--- config.mk ---
export PLATFORM = sky130hd
export DESIGN_NAME = inst_encoder_flat
export DESIGN_NICKNAME = d
export VERILOG_FILES = /design/src/rtl/inst_encoder_pkg.sv /design/src/rtl/inst_encoder_if.sv /design/src/rtl/inst_field_pack.sv /design/src/rtl/inst_encoder.sv /design/src/flat_wrapper.sv
export SDC_FILE = /design/constraint.sdc
export NUM_CORES = 1
export LEC_CHECK = 0
export ABC_CLOCK_PERIOD_IN_PS = 5400
export CORE_ASPECT_RATIO = 1.1
export CORE_MARGIN = 8
export CORE_UTILIZATION = 40
export DETAILED_ROUTE_END_ITERATION = 10
export GPL_ROUTABILITY_DRIVEN = 1
export PLACE_DENSITY = 0.76
export SYNTH_ARGS = -nofsm -noshare
export SYNTH_HDL_FRONTEND = slang
export SYNTH_SLANG_ARGS = --single-unit
--- constraint.sdc ---
create_clock -name clk -period 5.4 [get_ports clk]
set_clock_uncertainty 0.15 [all_clocks]
set_input_delay 1.08 -clock clk [delete_from_list [all_inputs] [get_ports clk]]
set_output_delay 1.08 -clock clk [all_outputs]
set_load 0.02 [all_outputs]
--- src/rtl/inst_encoder_pkg.sv ---
// inst_encoder_pkg: LEGv8 op codes, opcode field constants and immediate range helper
package inst_encoder_pkg;

    localparam int INST_SIZE = 32;

    typedef enum logic [3:0] {
        ENC_OP_LDUR = 4'd0,
        ENC_OP_STUR = 4'd1,
        ENC_OP_ADD  = 4'd2,
        ENC_OP_SUB  = 4'd3,
        ENC_OP_AND  = 4'd4,
        ENC_OP_ORR  = 4'd5,
        ENC_OP_CBZ  = 4'd6,
        ENC_OP_B    = 4'd7
    } enc_op_e;

    localparam logic [10:0] OPC_ADD  = 11'h458;
    localparam logic [10:0] OPC_SUB  = 11'h658;
    localparam logic [10:0] OPC_AND  = 11'h450;
    localparam logic [10:0] OPC_ORR  = 11'h550;
    localparam logic [10:0] OPC_LDUR = 11'h7C2;
    localparam logic [10:0] OPC_STUR = 11'h7C0;
    localparam logic [7:0]  OPC_CBZ  = 8'hB4;
    localparam logic [5:0]  OPC_B    = 6'b000101;

    // True when imm fits a signed field whose sign bit is at position msb.
    function automatic logic fits(input logic [31:0] imm, input int unsigned msb);
        logic [31:0] hi;
        hi = $signed(imm) >>> msb;
        return (hi == '0) || (hi == '1);
    endfunction

endpackage

--- src/rtl/inst_encoder_if.sv ---
// inst_encoder_if: descriptor input, encoded word output and error status of the encoder
interface inst_encoder_if import inst_encoder_pkg::*; #(parameter int ERR_CNT_W = 8);
    logic                  in_valid;
    logic                  in_ready;
    logic [3:0]            in_op;
    logic [4:0]            in_rd;
    logic [4:0]            in_rn;
    logic [4:0]            in_rm;
    logic [31:0]           in_imm;
    logic                  out_valid;
    logic                  out_ready;
    logic [INST_SIZE-1:0]  out_inst;
    logic [63:0]           out_addr;
    logic                  err_sticky;
    logic [ERR_CNT_W-1:0]  err_cnt;

    modport master (
        output in_valid, in_op, in_rd, in_rn, in_rm, in_imm, out_ready,
        input  in_ready, out_valid, out_inst, out_addr, err_sticky, err_cnt
    );

    modport slave (
        input  in_valid, in_op, in_rd, in_rn, in_rm, in_imm, out_ready,
        output in_ready, out_valid, out_inst, out_addr, err_sticky, err_cnt
    );
endinterface

--- src/rtl/inst_field_pack.sv ---
// inst_field_pack: combinational LEGv8 field packing with immediate range check
module inst_field_pack import inst_encoder_pkg::*; (
    input  logic [3:0]           i_op,
    input  logic [4:0]           i_rd,
    input  logic [4:0]           i_rn,
    input  logic [4:0]           i_rm,
    input  logic [31:0]          i_imm,
    output logic [INST_SIZE-1:0] o_word,
    output logic                 o_range_err
);
    always_comb begin
        o_word      = '0;
        o_range_err = 1'b0;
        case (i_op)
            ENC_OP_LDUR, ENC_OP_STUR: begin
                o_word      = {i_op == ENC_OP_LDUR ? OPC_LDUR : OPC_STUR, i_imm[8:0], 2'b00, i_rn, i_rd};
                o_range_err = !fits(i_imm, 8);
            end
            ENC_OP_ADD, ENC_OP_SUB, ENC_OP_AND, ENC_OP_ORR: begin
                o_word = {i_op == ENC_OP_ADD ? OPC_ADD :
                          i_op == ENC_OP_SUB ? OPC_SUB :
                          i_op == ENC_OP_AND ? OPC_AND : OPC_ORR,
                          i_rm, 6'b0, i_rn, i_rd};
            end
            ENC_OP_CBZ: begin
                o_word      = {OPC_CBZ, i_imm[18:0], i_rd};
                o_range_err = !fits(i_imm, 18);
            end
            ENC_OP_B: begin
                o_word      = {OPC_B, i_imm[25:0]};
                o_range_err = !fits(i_imm, 25);
            end
            default: o_range_err = 1'b0;
        endcase
    end
endmodule

--- src/rtl/inst_encoder.sv ---
// inst_encoder: registers encoded LEGv8 words with byte addresses, rejecting illegal descriptors
module inst_encoder import inst_encoder_pkg::*; #(
    parameter logic [63:0] BASE_ADDR = 64'h0,
    parameter int          ERR_CNT_W = 8
) (
    input  logic            clk,
    input  logic            rst,
    input  logic            clr,
    inst_encoder_if.slave   bus
);
    logic                  r_valid;
    logic [INST_SIZE-1:0]  r_inst;
    logic [63:0]           r_addr;
    logic                  r_sticky;
    logic [ERR_CNT_W-1:0]  r_cnt;
    logic [INST_SIZE-1:0]  w_word;
    logic                  w_range_err;
    logic                  w_acc;
    logic                  w_xfer;
    logic                  w_rej;
    logic                  w_load;

    inst_field_pack u_pack (
        .i_op        (bus.in_op),
        .i_rd        (bus.in_rd),
        .i_rn        (bus.in_rn),
        .i_rm        (bus.in_rm),
        .i_imm       (bus.in_imm),
        .o_word      (w_word),
        .o_range_err (w_range_err)
    );

    assign bus.in_ready   = !r_valid || bus.out_ready;
    assign w_acc          = bus.in_valid && bus.in_ready;
    assign w_xfer         = r_valid && bus.out_ready;
    assign w_rej          = w_acc && (bus.in_op[3] || w_range_err);
    assign w_load         = w_acc && !w_rej;
    assign bus.out_valid  = r_valid;
    assign bus.out_inst   = r_inst;
    assign bus.out_addr   = r_addr;
    assign bus.err_sticky = r_sticky;
    assign bus.err_cnt    = r_cnt;

    // The address counts transfers, so it always labels the held or next loaded word.
    always_ff @(posedge clk or posedge rst) begin
        if (rst) begin
            r_valid  <= 1'b0;
            r_inst   <= '0;
            r_addr   <= BASE_ADDR;
            r_sticky <= 1'b0;
            r_cnt    <= '0;
        end else if (clr) begin
            r_valid  <= 1'b0;
            r_inst   <= '0;
            r_addr   <= BASE_ADDR;
            r_sticky <= 1'b0;
            r_cnt    <= '0;
        end else begin
            if (w_xfer)
                r_addr <= r_addr + 64'd4;
            if (w_load) begin
                r_valid <= 1'b1;
                r_inst  <= w_word;
            end else if (w_xfer)
                r_valid <= 1'b0;
            if (w_rej) begin
                r_sticky <= 1'b1;
                r_cnt    <= r_cnt + {{(ERR_CNT_W-1){1'b0}}, ~&r_cnt};
            end
        end
    end
endmodule
--- src/flat_wrapper.sv ---
// flat-port wrapper written by rule: the top's interface ports become plain ports
module inst_encoder_flat import inst_encoder_pkg::*;
#(
    parameter logic [63:0] BASE_ADDR = 64'h0,
    parameter int          ERR_CNT_W = 8
)
  (clk, rst, clr, bus_in_valid, bus_in_op, bus_in_rd, bus_in_rn, bus_in_rm, bus_in_imm, bus_out_ready, bus_in_ready, bus_out_valid, bus_out_inst, bus_out_addr, bus_err_sticky, bus_err_cnt);
  inst_encoder_if #(.ERR_CNT_W(ERR_CNT_W)) bus_i ();
  input  logic clk;
  input  logic rst;
  input  logic clr;
  input wire logic [$bits(bus_i.in_valid)-1:0] bus_in_valid;
  input wire logic [$bits(bus_i.in_op)-1:0] bus_in_op;
  input wire logic [$bits(bus_i.in_rd)-1:0] bus_in_rd;
  input wire logic [$bits(bus_i.in_rn)-1:0] bus_in_rn;
  input wire logic [$bits(bus_i.in_rm)-1:0] bus_in_rm;
  input wire logic [$bits(bus_i.in_imm)-1:0] bus_in_imm;
  input wire logic [$bits(bus_i.out_ready)-1:0] bus_out_ready;
  output wire logic [$bits(bus_i.in_ready)-1:0] bus_in_ready;
  output wire logic [$bits(bus_i.out_valid)-1:0] bus_out_valid;
  output wire logic [$bits(bus_i.out_inst)-1:0] bus_out_inst;
  output wire logic [$bits(bus_i.out_addr)-1:0] bus_out_addr;
  output wire logic [$bits(bus_i.err_sticky)-1:0] bus_err_sticky;
  output wire logic [$bits(bus_i.err_cnt)-1:0] bus_err_cnt;
  assign bus_i.in_valid = bus_in_valid;
  assign bus_i.in_op = bus_in_op;
  assign bus_i.in_rd = bus_in_rd;
  assign bus_i.in_rn = bus_in_rn;
  assign bus_i.in_rm = bus_in_rm;
  assign bus_i.in_imm = bus_in_imm;
  assign bus_i.out_ready = bus_out_ready;
  assign bus_in_ready = bus_i.in_ready;
  assign bus_out_valid = bus_i.out_valid;
  assign bus_out_inst = bus_i.out_inst;
  assign bus_out_addr = bus_i.out_addr;
  assign bus_err_sticky = bus_i.err_sticky;
  assign bus_err_cnt = bus_i.err_cnt;
  inst_encoder #(.BASE_ADDR(BASE_ADDR), .ERR_CNT_W(ERR_CNT_W)) u_core (.clk(clk), .rst(rst), .clr(clr), .bus(bus_i));
endmodule
# Word-level counts from Yosys, hierarchy flattened
# Cells that the tools add are included.
dict set report op_classes {
  addsub 2
  n_eq_ne 10
  n_mux 17
  reduce_logical 26
}
# operator n
set ops {}
lappend ops {{64-bit 2-to-1 mux} 2}
lappend ops {{32-bit case mux with 4 select lines} 1}
lappend ops {{32-bit equality test, second input constant} 3}
lappend ops {{32-bit zero test} 3}
lappend ops {{64-bit by 3-bit adder with 64-bit output, second input constant} 1}
lappend ops {{32-bit 2-to-1 mux} 2}
lappend ops {{10-bit 2-to-1 mux} 2}
lappend ops {{4-bit by 3-bit equality test with 1-bit output, second input constant} 4}
lappend ops {{8-bit 2-to-1 mux} 2}
lappend ops {{9-bit 2-to-1 mux} 1}
lappend ops {{8-bit by 1-bit adder with 8-bit output} 1}
lappend ops {{4-bit by 2-bit equality test with 1-bit output, second input constant} 2}
lappend ops {{8-bit AND reduction} 1}
lappend ops {{1-bit zero test} 6}
lappend ops {{2-bit nonzero test} 3}
lappend ops {{1-bit logical OR} 5}
lappend ops {{1-bit 2-to-1 mux} 5}
lappend ops {{4-bit by 1-bit equality test with 1-bit output, second input constant} 1}
lappend ops {{1-bit logical AND} 4}
lappend ops {{4-bit zero test} 1}
lappend ops {{4-bit OR reduction} 1}
lappend ops {{1-bit case mux with 3 select lines} 1}
lappend ops {{3-bit nonzero test} 1}
lappend ops {{2-bit 2-to-1 mux} 1}
lappend ops {{2-bit OR reduction} 1}
dict set report word_totals {
  reg_bits 106
  output_inout_bits 107
}

# Longest topological paths before layout
dict set report depth {
  word_depth 10
  ltp_mapped 8
}

# By module
# A second synthesis with hierarchy kept.
dict set report unflattened {
  cells_unflattened 689
  hier_area_um2 5885.6
}
# mod n_inst cells_each area_each_um2 seq_area_each_um2
set by_module_without_submodules {}
lappend by_module_without_submodules {inst_encoder 1 547 4994.8 2602.5}
lappend by_module_without_submodules {inst_field_pack 1 142 890.9 0.0}

# Worst setup path before layout
# OpenSTA, ideal clock, no wires.
dict set report synth_path {
  kind {input-to-reg}
  startpoint {input bus_in_imm[30]}
  endpoint {register u_core.r_inst[7], in the netlist u_core.bus.out_inst[7]}
  setup_time_ps 78
  arrival_ps 2846
  path_slack_ps 2326
  stages 7
  path_buffers 1
  path_cell_list {and4_1 > nand4_2 > or4_1 > o21a_1 > buf_6 > or4_1 > a21oi_1}
}
dict set report synth_between {
  elab_chain_cells 9
  word_cells_on_any_way 18
  cone_classes {eq/ne: 3; mux: 1; reduce/logical: 14}
}
# item line_no
set synth_rtl {}
lappend synth_rtl {{start: declaration} flat_wrapper.sv:17} ;# input wire logic [$bits(bus_i.in_imm)-1:0] bus_in_imm;
lappend synth_rtl {{32-bit equality test or 32-bit zero test (tied branches)} inst_encoder_pkg.sv:30} ;# return (hi == '0) || (hi == '1);
lappend synth_rtl {{1-bit logical OR} inst_encoder_pkg.sv:30}
lappend synth_rtl {{1-bit zero test, on equally long branches} {inst_field_pack.sv:31, inst_field_pack.sv:17, inst_field_pack.sv:27}}
lappend synth_rtl {{1-bit case mux with 3 select lines (*)} inst_field_pack.sv:14} ;# case (i_op)
lappend synth_rtl {{1-bit logical OR (*)} inst_encoder.sv:36} ;# assign w_rej = w_acc && (bus.in_op[3] || w_range_err);
lappend synth_rtl {{1-bit logical AND (*)} inst_encoder.sv:36}
lappend synth_rtl {{1-bit zero test (*)} inst_encoder.sv:37} ;# assign w_load = w_acc && !w_rej;
lappend synth_rtl {{1-bit logical AND (*)} inst_encoder.sv:37}
lappend synth_rtl {{2-bit nonzero test (no line) (*)} n/a}
lappend synth_rtl {{end signal: assignment} inst_encoder.sv:63} ;# r_inst <= w_word;
lappend synth_rtl {{end: declaration} inst_encoder.sv:12} ;# logic [INST_SIZE-1:0] r_inst;
# Every way passes the cells marked *; elsewhere a longest branch is shown, timed or not.
# A chain may end at the register's enable or synchronous reset.

# Final worst setup path
dict set report layout_path {
  startpoint {input bus_in_op[2]}
  endpoint {register u_core.r_cnt[2], in the netlist u_core.bus.err_cnt[2]}
}
dict set report layout_between {
  elab_chain_cells 6
  word_cells_on_any_way 9
  cone_classes {eq/ne: 3; mux: 1; reduce/logical: 5}
}
# item line_no
set layout_rtl {}
lappend layout_rtl {{start: declaration} flat_wrapper.sv:13} ;# input wire logic [$bits(bus_i.in_op)-1:0] bus_in_op;
lappend layout_rtl {{4-bit by 1-bit equality test with 1-bit output or 4-bit zero test (tied branches)} inst_field_pack.sv:14}
lappend layout_rtl {{2-bit OR reduction} inst_field_pack.sv:14}
lappend layout_rtl {{1-bit case mux with 3 select lines (*)} inst_field_pack.sv:14}
lappend layout_rtl {{1-bit logical OR (*)} inst_encoder.sv:36}
lappend layout_rtl {{1-bit logical AND (*)} inst_encoder.sv:36}
lappend layout_rtl {{2-bit nonzero test (no line) (*)} n/a}
lappend layout_rtl {{end signal: assignment} inst_encoder.sv:68} ;# r_cnt <= r_cnt + {{(ERR_CNT_W-1){1'b0}}, ~&r_cnt};
lappend layout_rtl {{end: declaration} inst_encoder.sv:15} ;# logic [ERR_CNT_W-1:0] r_cnt;
# Marked as above.

==> flow_metrics.env <==
export IMPL_cp_num_buf_inv=3
export IMPL_ys_seq_area_share_pct=45.4
export IMPL_setup_violations=0
export IMPL_place_congestion=0.973
export IMPL_post_route_util_pct=54.8
export IMPL_clk_pin_slew_ps=70
export IMPL_p_leak_nw=3.01
export IMPL_clock_sinks=104
export IMPL_rsz0062_at_grt="no"
export IMPL_core_area_um2=14200
export IMPL_via_count=5364
export IMPL_postRouteAntennaNets=0
export IMPL_path_cells="clkdlybuf4s50_1, nand2_1, nor3_1, buf_4, o311a_1, o21ai_2, buf_4, a211oi_1, mux2_2"
export IMPL_synth_area_per_cell_um2=9.03
export IMPL_grtUsageTotal_pct=18.7
export IMPL_synthMuxAreaShare_pct=3.27
export IMPL_wirelength_um=17100
export IMPL_cts_made_buffers=9
export IMPL_cts_root_buf="clkbuf_16"
export IMPL_cts_tree="done"
export IMPL_relSlewSlack_pct=49.4
export IMPL_synth_top_area_share_pct=45.4
export IMPL_start_kind="input pin"
export IMPL_synth_compound_area_share_pct=14.8
export IMPL_num_io_pins=163
export IMPL_drc=0
export IMPL_syn2layout_area_growth_pct=35.8
export IMPL_initial_utilization_pct=40.3
export IMPL_hold_slack_ps=367
export IMPL_grt_max_degree=79
export IMPL_synth_top_family_by_area="simple AND/OR/NAND/NOR gates"
export IMPL_path_max_fanout=24
export IMPL_status="finished clean"
export IMPL_io_buffers=160
export IMPL_slew_violations=0
export IMPL_setup_tns_ps=0
export IMPL_yosysUniqueCellTypes=44
export IMPL_cts_setup_buffers=0
export IMPL_synthFlopType="dfrtp_1"
export IMPL_cpMostUsedCell="buf_4"
export IMPL_layout_drive_gt1_share_pct=4.87
export IMPL_final_hold_viol_count=0
export IMPL_htreeDepth=3
export IMPL_grt_pass1_wl_um=27600
export IMPL_ys_ff_latch=104
export IMPL_drt_iter0_markers=423
export IMPL_clk_latency_ps=340
export IMPL_synth_most_common_cell="dfrtp_1"
export IMPL_fmax_mhz=257
export IMPL_fin_crit_ps=3890
export IMPL_die_x_um=130
export IMPL_synth_fa_ha_area_share_pct=0.655
export IMPL_crit_slowest_cell="clkdlybuf4s50_1"
export IMPL_synth_top_area_cell="dfrtp_1"
export IMPL_crit_family="buffers and inverters"
export IMPL_synth_edf_count=0
export IMPL_die_area_um2=18400
export IMPL_ctsHoldBuffers=0
export IMPL_worst_slew_pin_transition_ps=759
export IMPL_slowest_delay_ps=830
export IMPL_dp_hpwl_um=12800
export IMPL_rows=46
export IMPL_async_reset_ff_share_pct=100
export IMPL_synthTopCellsByCount="dfrtp_1, nor2_1, a21oi_1, o21ai_0"
export IMPL_crit_type="in -> reg"
export IMPL_n_antenna_cell=0
export IMPL_synthSimpleGateAreaFrac_pct=24.7
export IMPL_grt_ovfl_total=0
export IMPL_synth_area_um2=5730
export IMPL_cts_max_path_buffers=2
export IMPL_wl_per_cell_um=17.5
export IMPL_max_cap_viol_count=0
export IMPL_peakVddDrop_uv=129
export IMPL_synthTopCellsByArea="dfrtp_1, nor2_1, xor2_1, a21oi_1, o21ai_0"
export IMPL_powerDensity_nw_per_um2=215
export IMPL_netlist_instances=635
export IMPL_period_share_pct=72.0
export IMPL_worstPathArrival_ps=3970
export IMPL_antenna_found_initial=0
export IMPL_cts_resized=0
export IMPL_hold_path_class="reg -> reg"
export IMPL_end_kind="register"
export IMPL_grt_pass1_vias=5406
export IMPL_routed_via_density=5.51
export IMPL_die_height_um=142
export IMPL_synthXorXnorAreaFrac_pct=7.18
export IMPL_worst_ep_required_time_ps=5490
export IMPL_dr_pass1_iters=6
export IMPL_nets=835
export IMPL_synth_warnings=0
[power by group]
| part | switching, W | internal, W | total [W] | leakage, nW |
|---|---|---|---|---|
| clock network | 0.000283 | 0.000375 | 0.000658 | 0.147 |
| logic | 0.000125 | 0.0000923 | 0.000217 | 1.42 |
| registers | 0.00000872 | 0.000791 | 0.000800 | 1.44 |
[cell type report]
cell class	instances	area, µm²
clock buffers	12	246
inverters	13	51.3
clock inverters	4	52.6
well taps	192	240
repair buffers	171	1680
fillers	1338	6430
multi-input cells	477	2910
flip-flops and latches	104	2600
[worst reg2reg max path, stage by stage, from the launching register on]
cell	delay [ps]
dfrtp_1	430
nand4_1	220
nor3_1	360
nand3_1	470
or3_1	630
or3_1	360
a21oi_1	140
[metrics by stage]
step / instances / setup WS (ps) / area (µm²) / total power (W)
3_5_place_dp: 957 / 1200 / 7490 / 0.00103
4_1_cts: 973 / 1570 / 7780 / 0.00169
6_report: 973 / 1510 / 7780 / 0.00168
5_1_grt: 973 / 1290 / 7780 / 0.00174
3_3_place_gp: 957 / 1270 / 7490 / 0.00103
2_1_floorplan: 636 / 1440 / 5740 / 0.000925
[worst paths after layout]
| kind | cells past startpoint | to | startpoint | slack, ps |
|---|---|---|---|---|
| setup / recovery | 9 | u_core.bus.err_cnt[2] | bus_in_op[2] | 1510 |
| setup reg to reg | 6 | u_core.bus.out_addr[56] | u_core.bus.out_addr[30] | 2560 |
| hold / removal | 2 | u_core.bus.err_sticky | u_core.bus.err_sticky | 370 |
| min in group asynchronous | 2 | u_core.bus.out_addr[62] | rst | 910 |
| max in group asynchronous | 3 | u_core.bus.out_addr[2] | rst | 3220 |
| hold reg to reg | 2 | u_core.bus.err_sticky | u_core.bus.err_sticky | 370 |
[per-layer routing]
| layer | vias to the layer above | global-route usage [%] | share of wire (%) |
|---|---|---|---|
| li1 | 2578 | - | - |
| met1 | 2535 | 21.9 | 40 |
| met2 | 223 | 31.4 | 48 |
| met3 | 28 | 5.63 | 9.7 |
| met4 | 0 | 7.16 | 2.5 |
| met5 | - | 0 | 0 |
[sequential cells by signal (all words and copies together) (netlist names)]
signal                 flops
u_core.bus.err_cnt         8
u_core.bus.err_sticky      1
u_core.bus.out_addr       62
u_core.bus.out_valid       1
u_core.bus.out_inst       32
[cells in the final DEF (no fill, tap or decap), types with 3 or more instances in the layout]
cell             synthesis  final
or4_1                   13     13
clkbuf_16                0      9
nor3_1                  17     17
buf_4                    2     12
inv_1                   13     12
o21ai_0                 39     39
or3_1                   17     17
and4_1                   9      9
a211oi_1                18     18
nand2b_1                12     12
ha_1                     3      3
o211ai_1                 4      4
a22oi_1                  4      4
and3_1                   8      8
nand2_1                 35     35
nand4_1                 23     23
nor4_1                  10     10
a21oi_1                 47     47
mux2_2                   6      6
nor2b_1                 14     14
nand3_1                 35     35
a31oi_1                  5      5
clkdlybuf4s50_1          0    159
dfrtp_1                104    104
and2_1                   9      9
nor2_1                  66     66
xor2_1                  27     27
a222oi_1                 9      9
mux2i_1                 12     12
xnor2_1                 20     20
[cell families after synthesis]
logic type / Yosys count
AO/OA/AOI/OAI: 137
other: 1
flip-flops: 104
multiplexers: 18
AND/OR/NAND/NOR: 270
buffers and inverters: 55
XOR/XNOR: 47
adder cells (fa/ha/maj): 3
(Power assumes the default switching activity.)
